## src/rtl/fpadd_issue_stage_if.sv

```systemverilog
// Handshake bundle for fpadd_issue_stage: the upstream operand stream and the
// downstream result stream. The stage connects through the slave modport.
interface fpadd_issue_stage_if;
    logic        in_valid;
    logic        in_ready;
    logic [31:0] in_a;
    logic [31:0] in_b;
    logic        out_valid;
    logic        out_ready;
    logic [31:0] out_result;
    logic [2:0]  out_flags;

    modport master (
        output in_valid, in_a, in_b, out_ready,
        input  in_ready, out_valid, out_result, out_flags
    );

    modport slave (
        input  in_valid, in_a, in_b, out_ready,
        output in_ready, out_valid, out_result, out_flags
    );
endinterface

```

## src/rtl/fpadd_issue_stage.sv

```systemverilog
// Issue/capture stage around an external combinational FP32 adder.
// Operand pairs are queued in a FIFO, sanitized (zero/subnormal -> +0) and
// either sent to the adder (one EXEC cycle) or resolved directly when an
// operand is Inf/NaN. Results are held in OUT until downstream accepts them.
module fpadd_issue_stage #(
    parameter int DEPTH = 4
) (
    input  logic                    clk,
    input  logic                    reset,
    fpadd_issue_stage_if.slave      bus,
    output logic [31:0]             add_a,
    output logic [31:0]             add_b,
    input  logic [31:0]             add_result,
    output logic [$clog2(DEPTH):0]  count
);
    localparam int PTR_W = $clog2(DEPTH);
    localparam logic [PTR_W:0] FULL = (PTR_W + 1)'(DEPTH);
    localparam logic [31:0] QNAN = 32'h7FC0_0000;

    typedef enum logic [1:0] {
        IDLE,
        EXEC,
        OUT
    } state_t;

    state_t state, next_state;

    logic [63:0]      mem [DEPTH];
    logic [PTR_W-1:0] wr_ptr;
    logic [PTR_W-1:0] rd_ptr;
    logic             push;
    logic             pop;

    // Head-of-queue classification
    logic [31:0] head_a, head_b;
    logic [31:0] san_a, san_b;
    logic        flush;
    logic        head_special;
    logic [31:0] bypass_result;
    logic [2:0]  bypass_flags;

    // Zero-exponent operands (zero or subnormal, either sign) become +0.
    function automatic logic [31:0] sanitize(input logic [31:0] x);
        return (x[30:23] == 8'h00) ? 32'h0000_0000 : x;
    endfunction

    function automatic logic is_subnormal(input logic [31:0] x);
        return (x[30:23] == 8'h00) && (x[22:0] != 23'h0);
    endfunction

    function automatic logic is_nan(input logic [31:0] x);
        return (x[30:23] == 8'hFF) && (x[22:0] != 23'h0);
    endfunction

    function automatic logic is_inf(input logic [31:0] x);
        return (x[30:23] == 8'hFF) && (x[22:0] == 23'h0);
    endfunction

    assign push         = bus.in_valid && bus.in_ready;
    assign pop          = (count != '0) &&
                          ((state == IDLE) || ((state == OUT) && bus.out_ready));
    assign bus.in_ready = !reset && (count < FULL);
    assign bus.out_valid = (state == OUT);

    assign head_a       = mem[rd_ptr][63:32];
    assign head_b       = mem[rd_ptr][31:0];
    assign san_a        = sanitize(head_a);
    assign san_b        = sanitize(head_b);
    assign flush        = is_subnormal(head_a) || is_subnormal(head_b);
    assign head_special = (head_a[30:23] == 8'hFF) || (head_b[30:23] == 8'hFF);

    // Resolve Inf/NaN pairs without the adder.
    // NOTE: every always_comb output gets a default first, so no path leaves it unassigned and no latch is inferred.
    always_comb begin
        bypass_result = QNAN;
        bypass_flags  = {flush, 2'b01};
        if (is_nan(head_a) || is_nan(head_b) ||
            (is_inf(head_a) && is_inf(head_b) && (head_a[31] != head_b[31]))) begin
            bypass_result = QNAN;
            bypass_flags  = {flush, 2'b01};
        end else if (is_inf(head_a)) begin
            bypass_result = head_a;
            bypass_flags  = {flush, 2'b10};
        end else begin
            bypass_result = head_b;
            bypass_flags  = {flush, 2'b10};
        end
    end

    // FSM state register.
    // NOTE: sequential state uses non-blocking assignments so every register samples pre-edge values.
    always_ff @(posedge clk) begin
        if (reset) begin
            state <= IDLE;
        end else begin
            state <= next_state;
        end
    end

    // FSM next-state: a pop issues the head pair, otherwise EXEC drains to OUT
    // and an accepted result with an empty queue returns to IDLE.
    always_comb begin
        next_state = state;
        if (pop) begin
            next_state = head_special ? OUT : EXEC;
        end else begin
            case (state)
                IDLE:    next_state = IDLE;
                EXEC:    next_state = OUT;
                OUT:     next_state = bus.out_ready ? IDLE : OUT;
                default: next_state = IDLE;
            endcase
        end
    end

    // Operand storage written on push.
    // NOTE: the storage array is not reset; count and pointers alone decide which entries are valid.
    always_ff @(posedge clk) begin
        if (push) begin
            mem[wr_ptr] <= {bus.in_a, bus.in_b};
        end
    end

    // FIFO pointers/occupancy, adder operand registers and result capture.
    always_ff @(posedge clk) begin
        if (reset) begin
            wr_ptr         <= '0;
            rd_ptr         <= '0;
            count          <= '0;
            add_a          <= '0;
            add_b          <= '0;
            bus.out_result <= '0;
            bus.out_flags  <= '0;
        end else begin
            if (push) begin
                wr_ptr <= wr_ptr + 1'b1;
            end
            if (pop) begin
                rd_ptr <= rd_ptr + 1'b1;
            end
            case ({push, pop})
                2'b10:   count <= count + 1'b1;
                2'b01:   count <= count - 1'b1;
                default: count <= count;
            endcase

            if (pop) begin
                if (head_special) begin
                    bus.out_result <= bypass_result;
                    bus.out_flags  <= bypass_flags;
                end else begin
                    add_a         <= san_a;
                    add_b         <= san_b;
                    bus.out_flags <= {flush, 2'b00};
                end
            end else if (state == EXEC) begin
                bus.out_result <= add_result;
            end
        end
    end
endmodule

```

## src/flat_wrapper.sv

```systemverilog
// flat-port wrapper written by rule: the top's interface ports become plain ports
module fpadd_issue_stage_flat 
#(
    parameter int DEPTH = 4
)
  (clk, reset, add_a, add_b, add_result, count, bus_in_valid, bus_in_a, bus_in_b, bus_out_ready, bus_in_ready, bus_out_valid, bus_out_result, bus_out_flags);
  fpadd_issue_stage_if bus_i ();
  input  logic clk;
  input  logic reset;
  output logic [31:0] add_a;
  output logic [31:0] add_b;
  input  logic [31:0] add_result;
  output logic [$clog2(DEPTH):0] count;
  input wire logic [$bits(bus_i.in_valid)-1:0] bus_in_valid;
  input wire logic [$bits(bus_i.in_a)-1:0] bus_in_a;
  input wire logic [$bits(bus_i.in_b)-1:0] bus_in_b;
  input wire logic [$bits(bus_i.out_ready)-1:0] bus_out_ready;
  output wire logic [$bits(bus_i.in_ready)-1:0] bus_in_ready;
  output wire logic [$bits(bus_i.out_valid)-1:0] bus_out_valid;
  output wire logic [$bits(bus_i.out_result)-1:0] bus_out_result;
  output wire logic [$bits(bus_i.out_flags)-1:0] bus_out_flags;
  assign bus_i.in_valid = bus_in_valid;
  assign bus_i.in_a = bus_in_a;
  assign bus_i.in_b = bus_in_b;
  assign bus_i.out_ready = bus_out_ready;
  assign bus_in_ready = bus_i.in_ready;
  assign bus_out_valid = bus_i.out_valid;
  assign bus_out_result = bus_i.out_result;
  assign bus_out_flags = bus_i.out_flags;
  fpadd_issue_stage #(.DEPTH(DEPTH)) u_core (.clk(clk), .reset(reset), .bus(bus_i), .add_a(add_a), .add_b(add_b), .add_result(add_result), .count(count));
endmodule
```

## config.mk

```make
export PLATFORM = sky130hd
export DESIGN_NAME = fpadd_issue_stage_flat
export DESIGN_NICKNAME = d
export VERILOG_FILES = /design/src/rtl/fpadd_issue_stage_if.sv /design/src/rtl/fpadd_issue_stage.sv /design/src/flat_wrapper.sv
export SDC_FILE = /design/constraint.sdc
export NUM_CORES = 1
export LEC_CHECK = 0
export CORE_UTILIZATION = 40
export CTS_CLUSTER_DIAMETER = 200
export DETAILED_ROUTE_END_ITERATION = 10
export PLACE_DENSITY = 0.65
export SYNTH_ARGS = -nofsm -noshare
export SYNTH_HDL_FRONTEND = slang
export SYNTH_SLANG_ARGS = --single-unit
```

## constraint.sdc

```tcl
create_clock -name clk -period 2.95 [get_ports clk]
set_input_delay 0.59 -clock clk [delete_from_list [all_inputs] [get_ports clk]]
set_output_delay 0.59 -clock clk [all_outputs]
set_load 0.03 [all_outputs]
```

# --- Word level (Yosys, flattened, before mapping) ---
# Memories as Yosys holds them, arrays and structs flattened. A register that Yosys moved wholly into a read port is not among the register bits.
# Index checks and enable logic that the tools add are counted.
word_totals:
  mem_bits_ro: 0
  memories: 1
  ff_bits: 108
  latch_bits: 0
  ram_bits: 256
op_classes:
  reduce_logical: 30
  n_shift: 0
  mul: 0
  add_sub_neg: 4
  magnitude_cmp: 1
  div: 0
  mux: 18
  bitwise: 1
  n_eq_ne: 8
mem_list:
  columns: ["memory", "depth", "word_bits", "rd", "rd_ports_with_merged_regs", "wr", "line_no", "rtl"]
  rows:
  - ["u_core.mem", 4, 64, 1, 1, 1, "fpadd_issue_stage.sv:28", "logic [63:0] mem [DEPTH];"]
ops:
  columns: ["op", "count"]
  rows:
  - ["$mux W32", 7]
  - ["$logic_not A23 Y1", 2]
  - ["$reduce_bool A23 Y1", 2]
  - ["$eq A8 B8 Y1 const B", 2]
  - ["$logic_not A8 Y1", 2]
  - ["$mux W2", 7]
  - ["$logic_and A1 B1 Y1", 12]
  - ["$pmux W3 S2", 1]
  - ["$logic_or A1 B1 Y1", 5]
  - ["$add A2 B1 Y2 const B", 2]
  - ["$eq A2 B1 Y1 const B", 2]
  - ["$eq A2 B2 Y1 const B", 2]
  - ["$pmux W2 S2", 1]
  - ["$reduce_and A2 Y1", 2]
  - ["$reduce_bool A2 Y1", 2]
  - ["$add A3 B1 Y3 const B", 1]
  - ["$lt A3 B3 Y1 const B", 1]
  - ["$reduce_bool A3 Y1", 1]
  - ["$sub A3 B1 Y3 const B", 1]
  - ["$logic_not A2 Y1", 1]
  - ["$mux W1", 2]
  - ["$ne A2 B2 Y1 const B", 1]
  - ["$logic_not A1 Y1", 1]
  - ["$ne A1 B1 Y1", 1]
  - ["$not A1 Y1", 1]

# --- Logic depth before layout (Yosys ltp) ---
# Gate-level depths: netlist of run 1.
depth:
  ltp_word: 8
  ltp_mapped: 12

# --- Worst setup path after synthesis of run 1 ---
# OpenSTA, ideal clock, no wires.
synth_path:
  kind: "input port to flip-flop"
  startpoint: "input reset"
  endpoint: "memory u_core.mem[0][0], enable pin"
  t_arrival_ns: 2.940
  stages: 3
  setup_time_ns: 0.429
  n_path_buf: 1
  slack_ns: -0.419
  path_cell_list: "clkbuf_1 -> nor2_1 -> and3_1"
synth_via:
  elab_chain_cells: 5
synth_rtl:
  columns: ["element", "line_no", "rtl"]
  rows:
  - ["start: declaration", "flat_wrapper.sv:9", "input logic reset;"]
  - ["$logic_not A1 Y1", "fpadd_issue_stage.sv:62", "assign bus.in_ready = !reset && (count < FULL);"]
  - ["$logic_and A1 B1 Y1", "fpadd_issue_stage.sv:62", null]
  - ["net bus_in_ready", "flat_wrapper.sv:18", "output wire logic [$bits(bus_i.in_ready)-1:0] bus_in_ready;"]
  - ["$logic_and A1 B1 Y1", "fpadd_issue_stage.sv:59", "assign push = bus.in_valid && bus.in_ready;"]
  - ["$mux W1", "fpadd_issue_stage.sv:119", "if (push) begin"]
  - ["$mux W1 (not written as such)", "fpadd_issue_stage.sv:120", "mem[wr_ptr] <= {bus.in_a, bus.in_b};"]
  - ["end: declaration", "fpadd_issue_stage.sv:28", null]
# The timed path passes the listed nets, and every way through them passes these cells.

==> results of run 1 <==
==> area by class of cell <==
class                           count  area [um^2]  share of cell area
Tap cell                          442          553              0.0316
Clock inverter                     10         66.3             0.00379
Inverter                           18         67.6             0.00387
Timing Repair Buffer              234         2430               0.139
Clock buffer                       62         1150              0.0661
Sequential cell                   366         9890               0.566
Multi-Input combinational cell    335         3310               0.189
==> logic make-up after synthesis <==
logic type	share of synthesized area
DFF	0.736
and+or+nand+nor	0.0508
AOI/OAI and AO/OA	0.0575
muxes	0.121
buffers and inverters	0.0222
adders and majority gates	0.00894
xor gates and xnor gates	0.00391
==> power by group through the flow <==
stage,Sequential [W],Clock (W),Combinational (W)
final,0.00671,0.00462,0.00551
after detailed placement,0.00680,0,0.00551
after global routing,0.00678,0.00494,0.00589
after floorplan,0.00766,0,0.00242
after global placement,0.00681,0,0.00545
after CTS,0.00671,0.00473,0.00553
==> worst reg2reg max path, cell delays in order (launching register included) <==
cell and delay [ns]:
dfxtp_4 0.50, buf_12 0.21, mux4_2 0.55, nand4_1 0.23, nor2_1 0.07, buf_4 0.17, nor3_1 0.32, and2_1 0.18
buf_4 0.30, a22o_1 0.23
==> per-layer routing <==
layer | part of all wire | vias up | wire length [um]
met5 | 0.00044 | - | 13
met4 | 0.022 | 2 | 657
met3 | 0.066 | 48 | 1950
met2 | 0.48 | 244 | 14300
met1 | 0.43 | 3791 | 12700
li1 | - | 3500 | -
==> sequential cells by signal, summed over array words and instances (netlist names), named ones only <==
register               count
u_core.count               3
u_core.state               2
u_core.mem               256
u_core.rd_ptr              2
u_core.bus.out_result     32
u_core.wr_ptr              2
u_core.bus.out_flags       3
u_core.add_b              32
u_core.add_a              32
==> cells in the final DEF, fill, tap and decap left out, types with 6 or more instances in the layout <==
cell type,count
edfxtp_1,256
nand3_1,23
a211oi_1,9
clkbuf_1,16
inv_1,18
clkbuf_16,42
mux4_2,58
nor4_1,11
a22o_1,48
buf_4,18
ha_1,8
nand2_1,29
mux4_1,6
a21oi_1,27
mux2i_1,16
nor2_1,38
dfxtp_1,108
nor3_1,7
buf_12,11
clkdlybuf4s50_1,202
==> repair_timing <==
action / in CTS / in global routing
resized for setup: 0 / 6
setup endpoints to repair: 0 / 4
hold endpoints to repair: 0 / 0
==> per-stage QoR <==
step           instance area, um^2  hold WS (ns)  power, W  utilization
2_1_floorplan                13400         0.485    0.0101            -
3_3_place_gp                 16200         0.438    0.0123        0.494
3_5_place_dp                 16200         0.444    0.0123        0.494
4_1_cts                      17400         0.452    0.0170        0.531
5_1_grt                      17500         0.471    0.0176        0.533
6_report                     17500         0.448    0.0168        0.533
==> worst paths after layout <==
check / end / slack (ns)
worst min register to register: u_core.bus.out_result[16] / 0.45
worst min-delay path: u_core.bus.out_result[16] / 0.45
worst max-delay path: u_core.add_b[21] / 0.14
worst max register to register: u_core.add_b[21] / 0.14
==> reports/qor.csv, run 1 <==
metric;value;unit
area delta synth->final;30.0;%
P_sw;0.00547;W
critical path endpoint category;flip-flop;
Slowest cell on crit path;mux4_2;
first-pass GRT wire length;44.7;mm
Setup Crit Path Kind;reg2reg;
Synth async-reset ratio;0;
status;finished clean;
WP data required;3.41;ns
max-cap viol count;0;
cells along the critical path;buf_12 -> mux4_2 -> nand4_1 -> nor2_1 -> buf_4 -> nor3_1 -> and2_1 -> buf_4 -> a22o_1;
crit path time final;2.81;ns
Critical Path Fanout Max;24;
cts hold-fix bufs;0;
Final Skew;0.0222;ns
busiest grt layer;met2;
largest net degree at the start of global routing;65;
number of DRC markers in iteration 0;423;
post-detail-place hpwl;18.8;mm
type of the most critical hold path;reg2reg;
CP peak stage delay;0.54;ns
CP top delay family;simple AND/OR/NAND/NOR gates;
IO Count;204;
Sw Share;0.325;
Port Buf Inserts;203;
Seq pwr share;0.398;
Final Setup Violations;0;
Post-DRT Antenna Nets;0;
CTS tree;built;
count leader, synth;edfxtp_1;
cell-internal power;0.0114;W
area share of the largest cell type after synthesis;0.572;
worst slew pin tran;0.744;ns
clk sinks;366;
Synth area leaders;edfxtp_1 (57%), dfxtp_1 (16%), mux4_2 (9.7%), a22o_1 (3.1%), mux2i_1 (1.2%);
# DRC;0;
DP Worst Slack;0.0360;ns
PwrDens;963;nW/um^2
Synth Register Bits;366;
Die X;185;um
Netlist cell types;48;
Final Max Tran Viols;0;
Die Y;185;um
worst hold stages;2;
WP buf/inv;3;
fin worst setup slack;0.136;ns
GR Util met3;0.0358;
initial antenna violation count;1;
Hold Startpoint;u_core.bus.out_result[16];
GRT met2 Usage;0.290;
Filler cells;2632;
GRT Util Overall;0.174;
Reg clk slew, reported paths;0.06;ns
CP Depth;9;
Gate Count Post-Synth;761;
row count;66;
synth warn;0;
share of layout cells above drive strength 1;0.161;
fmax;355;MHz
drt first pass iters;7;
Max rail drop VDD;0.000491;V
Vias/cell;5.17;
Syn Area/Cell;17.7;um^2
Leak;5.79;nW
CP arrival;3.28;ns
DIE AREA;34300;um^2
WL final;29.6;mm
clock share of power;0.274;
R2R depth;9;
Nets;1103;
Finished Layout Cells;1467;
initial core utilization;0.410;
Hold Vio Cnt, Final;0;
area leader, netlist;edfxtp_1;
Synth top cells by count;edfxtp_1 (256), dfxtp_1 (110), mux4_2 (58);
Worst-Skew Late Latency;0.53;ns
post-synthesis cell area;13400;um^2
Startpoint Class;flip-flop;
via count;7585;
CTS buffer count;39;
GRT overflow;0;
Placed Cells;1394;
Root Buffer;clkbuf_16;
Post-synth EDFFs;256;
crit-path most repeated cell;buf_4;
ant diodes;0;
RSZ-0062 raised after global routing;false;
Synth Net Count;870;
setup_tns;0;ns
postcts setup bufs;0;
Final period util;0.954;
Routed wire per std cell;20.2;um
CTS Buffer Depth;3;
core area;32800;um^2
Max-slew headroom;0.503;
number of global-route vias before repair;7644;
met1 Track Usage GR;0.229;
CTS H-Tree Depth;2;
Post-synth top flop;edfxtp_1;
RePlAce Congestion;0.801;
combinational power share;0.327;
sequential area share after synthesis;0.736;
Power figures use the tool's default switching activity.
==> run 2: changes to the inputs <==
--- a/config.mk
+++ b/config.mk
@@ -8,7 +8,7 @@
 export CORE_UTILIZATION = 40
 export CTS_CLUSTER_DIAMETER = 200
 export DETAILED_ROUTE_END_ITERATION = 10
-export PLACE_DENSITY = 0.65
+export PLACE_DENSITY = 0.63
 export SYNTH_ARGS = -nofsm -noshare
 export SYNTH_HDL_FRONTEND = slang
 export SYNTH_SLANG_ARGS = --single-unit
==> constraint.sdc (replaced) <==
create_clock -name clk -period 3 [get_ports clk]
set_input_delay 0.6 -clock clk [delete_from_list [all_inputs] [get_ports clk]]
set_output_delay 0.6 -clock clk [all_outputs]
set_load 0.03 [all_outputs]
==> run 2 against run 1 <==
- register-to-register slack improved by 0.097 ns
- global-route usage is essentially flat
- hold slack is essentially flat
- clock power increased by 5.4%
- maximum frequency up 1.7%
- highest routed layer unchanged
- critical endpoint is now u_core.bus.out_result[31]
- core utilization about the same
- largest power group unchanged
- critical path type unchanged
- sequential cell count is the same
==> reports/qor.csv, run 2 (synthesis gave the netlist of run 1 again) <==
metric;value;unit;change
status;finished clean;;
Final Setup Violations;0;;unchanged
Startpoint Class;flip-flop;;
fmax;361;MHz;+1.7%
share of layout cells above drive strength 1;0.164;;+0.00325
max-cap viol count;0;;unchanged
GRT overflow;0;;unchanged
Final Max Tran Viols;0;;unchanged
Die Y;185;um;unchanged
Final Skew;0.00829;ns;-0.0139 ns
# DRC;0;;unchanged
number of flip-flops in the largest register;256;;unchanged
largest register by flop count;u_core.mem;;
critical path endpoint category;flip-flop;;
core area;32800;um^2;unchanged
DIE AREA;34300;um^2;unchanged
commonest non-fill, non-tap cell in the layout;edfxtp_1;;
clk sinks;366;;unchanged
type of the most critical hold path;reg2reg;;
number of global-route vias before repair;7804;;+2.1%
CTS H-Tree Depth;2;;unchanged
Die X;185;um;unchanged
row count;66;;unchanged
drt first pass iters;4;;-3
Final period util;0.922;;-0.0316
fin worst setup slack;0.233;ns;+0.0972 ns
PwrDens;958;nW/um^2;-0.53%
WL final;29.5;mm;-0.47%
Vias/cell;5.13;;-0.87%
Final Util;0.534;;about the same
CTS buffer count;39;;unchanged
area delta synth->final;30.2;%;about the same
CP arrival;3.20;ns;-0.08 ns
cts hold-fix bufs;0;;unchanged
Root Buffer;clkbuf_16;;
Hold Vio Cnt, Final;0;;unchanged
RSZ-0062 raised after global routing;false;;
CTS Buffer Depth;3;;unchanged
postcts setup bufs;0;;unchanged
worst slew pin tran;0.670;ns;-0.0737 ns
Port Buf Inserts;203;;unchanged
setup_tns;0;ns;unchanged
first-pass GRT wire length;45.0;mm;+0.65%
Reg clk slew, reported paths;0.06;ns;about the same
via count;7514;;-0.94%
initial antenna violation count;2;;+1
Critical Path Fanout Max;13;;-46%
most frequent cells in the layout;edfxtp_1 (256), clkdlybuf4s50_1 (202), dfxtp_1 (108), mux4_2 (58), a22o_1 (48);;
Leak;5.81;nW;+0.34%
number of DRC markers in iteration 0;377;;-11%
largest net degree at the start of global routing;65;;unchanged
RePlAce Congestion;0.744;;-7.1%
post-detail-place hpwl;19.3;mm;+2.7%
IO Count;204;;unchanged
Max rail drop VDD;0.000467;V;-4.9%
Max-slew headroom;0.553;;+0.0503
initial core utilization;0.410;;unchanged
Post-DRT Antenna Nets;0;;unchanged
# resized after CTS;0;;unchanged
WP data required;3.44;ns;+0.03 ns
CTS tree;built;;
GRT Util Overall;0.174;;about the same
crit path time final;2.77;ns;-0.0472 ns
Setup Crit Path Kind;reg2reg;;
Worst-Skew Late Latency;0.51;ns;-0.02 ns
Nets;1102;;-0.091%
Filler cells;2643;;+0.42%
DP Worst Slack;0.217;ns;+0.181 ns
Routed wire per std cell;20.1;um;-0.40%
[run 2: cell types whose count changed in the layout (fill, tap and decap cells not counted), moves of 2 or more]
cell,previous run,this run
inv_6,2,0
buf_4,18,20
clkbuf_8,5,2
clkbuf_1,16,7
clkinvlp_4,0,3
clkinv_2,5,10
bufinv_16,0,5
[run 2: stage by stage]
step | area [um^2] | total power [W] | hold WS (ns) | cells
after floorplan | 13400 | 0.00991 | 0.485 | 761
after global placement | 16200 | 0.0120 | 0.438 | 1394
after detailed placement | 16200 | 0.0121 | 0.443 | 1394
after CTS | 17500 | 0.0170 | 0.452 | 1465
after global routing | 17500 | 0.0175 | 0.466 | 1465
final | 17500 | 0.0168 | 0.448 | 1466
[run 2: worst paths after layout]
check	start	end	slack, ns	cells after the start
worst min-delay path	u_core.bus.out_result[9]	u_core.bus.out_result[9]	0.45	2
worst max register to register	flip-flop	u_core.bus.out_result[31]	0.23	7
worst max-delay path	flip-flop	u_core.bus.out_result[31]	0.23	7
worst min register to register	u_core.bus.out_result[9]	u_core.bus.out_result[9]	0.45	2
[run 2: per-layer routing]
layer | up-vias | wire, um | part of all wire | global-route usage
met3 | 53 | 2290 | 0.078 | 0.0421
met4 | 2 | 692 | 0.023 | 0.0532
met1 | 3724 | 12300 | 0.42 | 0.220
li1 | 3475 | - | - | -
met5 | - | 13 | 0.00044 | 0
met2 | 260 | 14200 | 0.48 | 0.296
[run 2: area by class of cell]
class | count | area [um^2] | area share
Clock buffer | 50 | 1080 | 0.0617
Clock inverter | 21 | 239 | 0.0137
Tap cell | 442 | 553 | 0.0316
Antenna cell | 1 | 2.50 | 0.000143
Sequential cell | 366 | 9890 | 0.566
Inverter | 18 | 67.6 | 0.00386
Multi-Input combinational cell | 335 | 3280 | 0.188
Timing Repair Buffer | 233 | 2380 | 0.136
[run 2: power breakdown]
part | switching [W] | internal [W] | total [W]
Sequential | 0.000414 | 0.00615 | 0.00656
Combinational | 0.00301 | 0.00231 | 0.00532
Clock | 0.00189 | 0.00298 | 0.00487
Total | 0.00532 | 0.0114 | 0.0168
[run 2: critical path: stages, from the launching register on]
cell	delay (ns)
dfxtp_4	0.49
buf_12	0.22
mux4_2	0.55
nor4_2	0.42
nand4_2	0.27
o31ai_1	0.40
a31oi_1	0.14
nor3b_1	0.20
==> variant, RTL diff (settings of run 2) <==
The 3 states of `state_t` get a one-hot encoding in 3 bits.
--- a/src/rtl/fpadd_issue_stage.sv
+++ b/src/rtl/fpadd_issue_stage.sv
@@ -18,8 +18,8 @@
     localparam logic [31:0] QNAN = 32'h7FC0_0000;
 
-    typedef enum logic [1:0] {
-        IDLE,
-        EXEC,
-        OUT
+    typedef enum logic [2:0] {
+        IDLE = 3'b001,
+        EXEC = 3'b010,
+        OUT  = 3'b100
     } state_t;
 
Check against the original RTL: no difference found for any inputs over 4 cycles, from zero or initial values and one cycle with reset high; so few cycles prove little.
==> variant against run 2 <==
  * Sequential cell count up 1
  * Via count up 0.27%
  * Worst setup slack worse by 0.040 ns
  * Area after synthesis up 0.45%
  * Total power down 4.9%
  * Sequential power about the same
  * Final area up 0.26%
  * Wire length up 1.9%
  * Largest power group unchanged
==> variant: results (changes against run 2) <==
Mapped Cells: 756 (was 761)
Final WL: 30000 um (was 29500 um)
DR pass1 iterations: 5 (was 4)
Met3 WL: 2440 um (was 2290 um)
Number of global-route vias before repair: 7775 (was 7804)
GRT Total Usage: 17.5% (was 17.4%)
Commonest cells post-synth: 256 x edfxtp_1, 111 x dfxtp_1, 48 x a22o_1 (was 256 x edfxtp_1, 110 x dfxtp_1, 58 x mux4_2)
Sequential-to-total area share from yosys stat: 73.4% (was 73.6%)
Resized Gates After CTS: 1 (was 0)
Largest net degree at the start of global routing: 59 (was 65)
Maximum vdd drop: 543 uV (was 467 uV)
Clock Latency Late Sink: 0.53 ns (was 0.51 ns)
Worst Hold Class: primary input to flip-flop (was flip-flop to flip-flop)
Fmax: 356 MHz (was 361 MHz)
Seq/total area: 56.5% (was 56.6%)
Non-filler cells, final: 1472 (was 1466)
Run status: finished, final reports clean (unchanged)
CTS buffer count: 38 (was 39)
Multi-input gates: 327 (was 335)
CLK BUF: 58 (was 50)
Initial DRC Count: 431 (was 377)
Worst Reg-to-Reg Cells: 8 (was 7)
Core ar.: 32900 um^2 (was 32800 um^2)
Min-delay src: reset (was u_core.bus.out_result[9])
WHS: 0.395 ns (was 0.448 ns)
Critical path's slowest cell: mux4_1 (was mux4_2)
GRT met1 Usage: 21.8% (was 22.0%)
Number of instances in the placed design: 1401 (was 1394)
Clock-cell share: 6.70% (was 7.54%)
Final GP Congestion: 0.737 (was 0.744)
Multi-input combinational area share: 18.8% (about the same)
Hold EP: u_core.state[1] (was u_core.bus.out_result[9])
Metal-1 WL: 12500 um (was 12300 um)
First-pass GRT wire length: 44900 um (was 45000 um)
Pre-CTS setup slack: -0.155 ns (was 0.217 ns)
## variant: cell types whose count changed after synthesis, moves of 4 or more
| cell | run 2 | this run |
|---|---|---|
| or4_1 | 0 | 4 |
| clkbuf_1 | 19 | 15 |
| mux4_1 | 6 | 20 |
| mux4_2 | 58 | 44 |
## variant: kinds of logic (layout without fill, tap and decap cells)
group                      after synthesis  count (layout)  synth area share [%]
xor gates and xnor gates                 6               6                 0.389
other                                    0               1                     0
AOI/OAI and AO/OA                       98              98                  5.50
buffers and inverters                   62             335                  2.69
and+or+nand+nor                        136             136                  4.93
DFF                                    367             367                  73.4
adders and majority gates                6               6                 0.612
muxes                                   81              81                  12.5
## variant: power breakdown
| group | total (uW) | switching (uW) | leakage (uW) | internal, uW |
|---|---|---|---|---|
| Clock | 4420 | 1840 | 0.000576 | 2580 |
| Sequential | 6560 | 415 | 0.00323 | 6150 |
| Combinational | 4950 | 2750 | 0.00199 | 2200 |
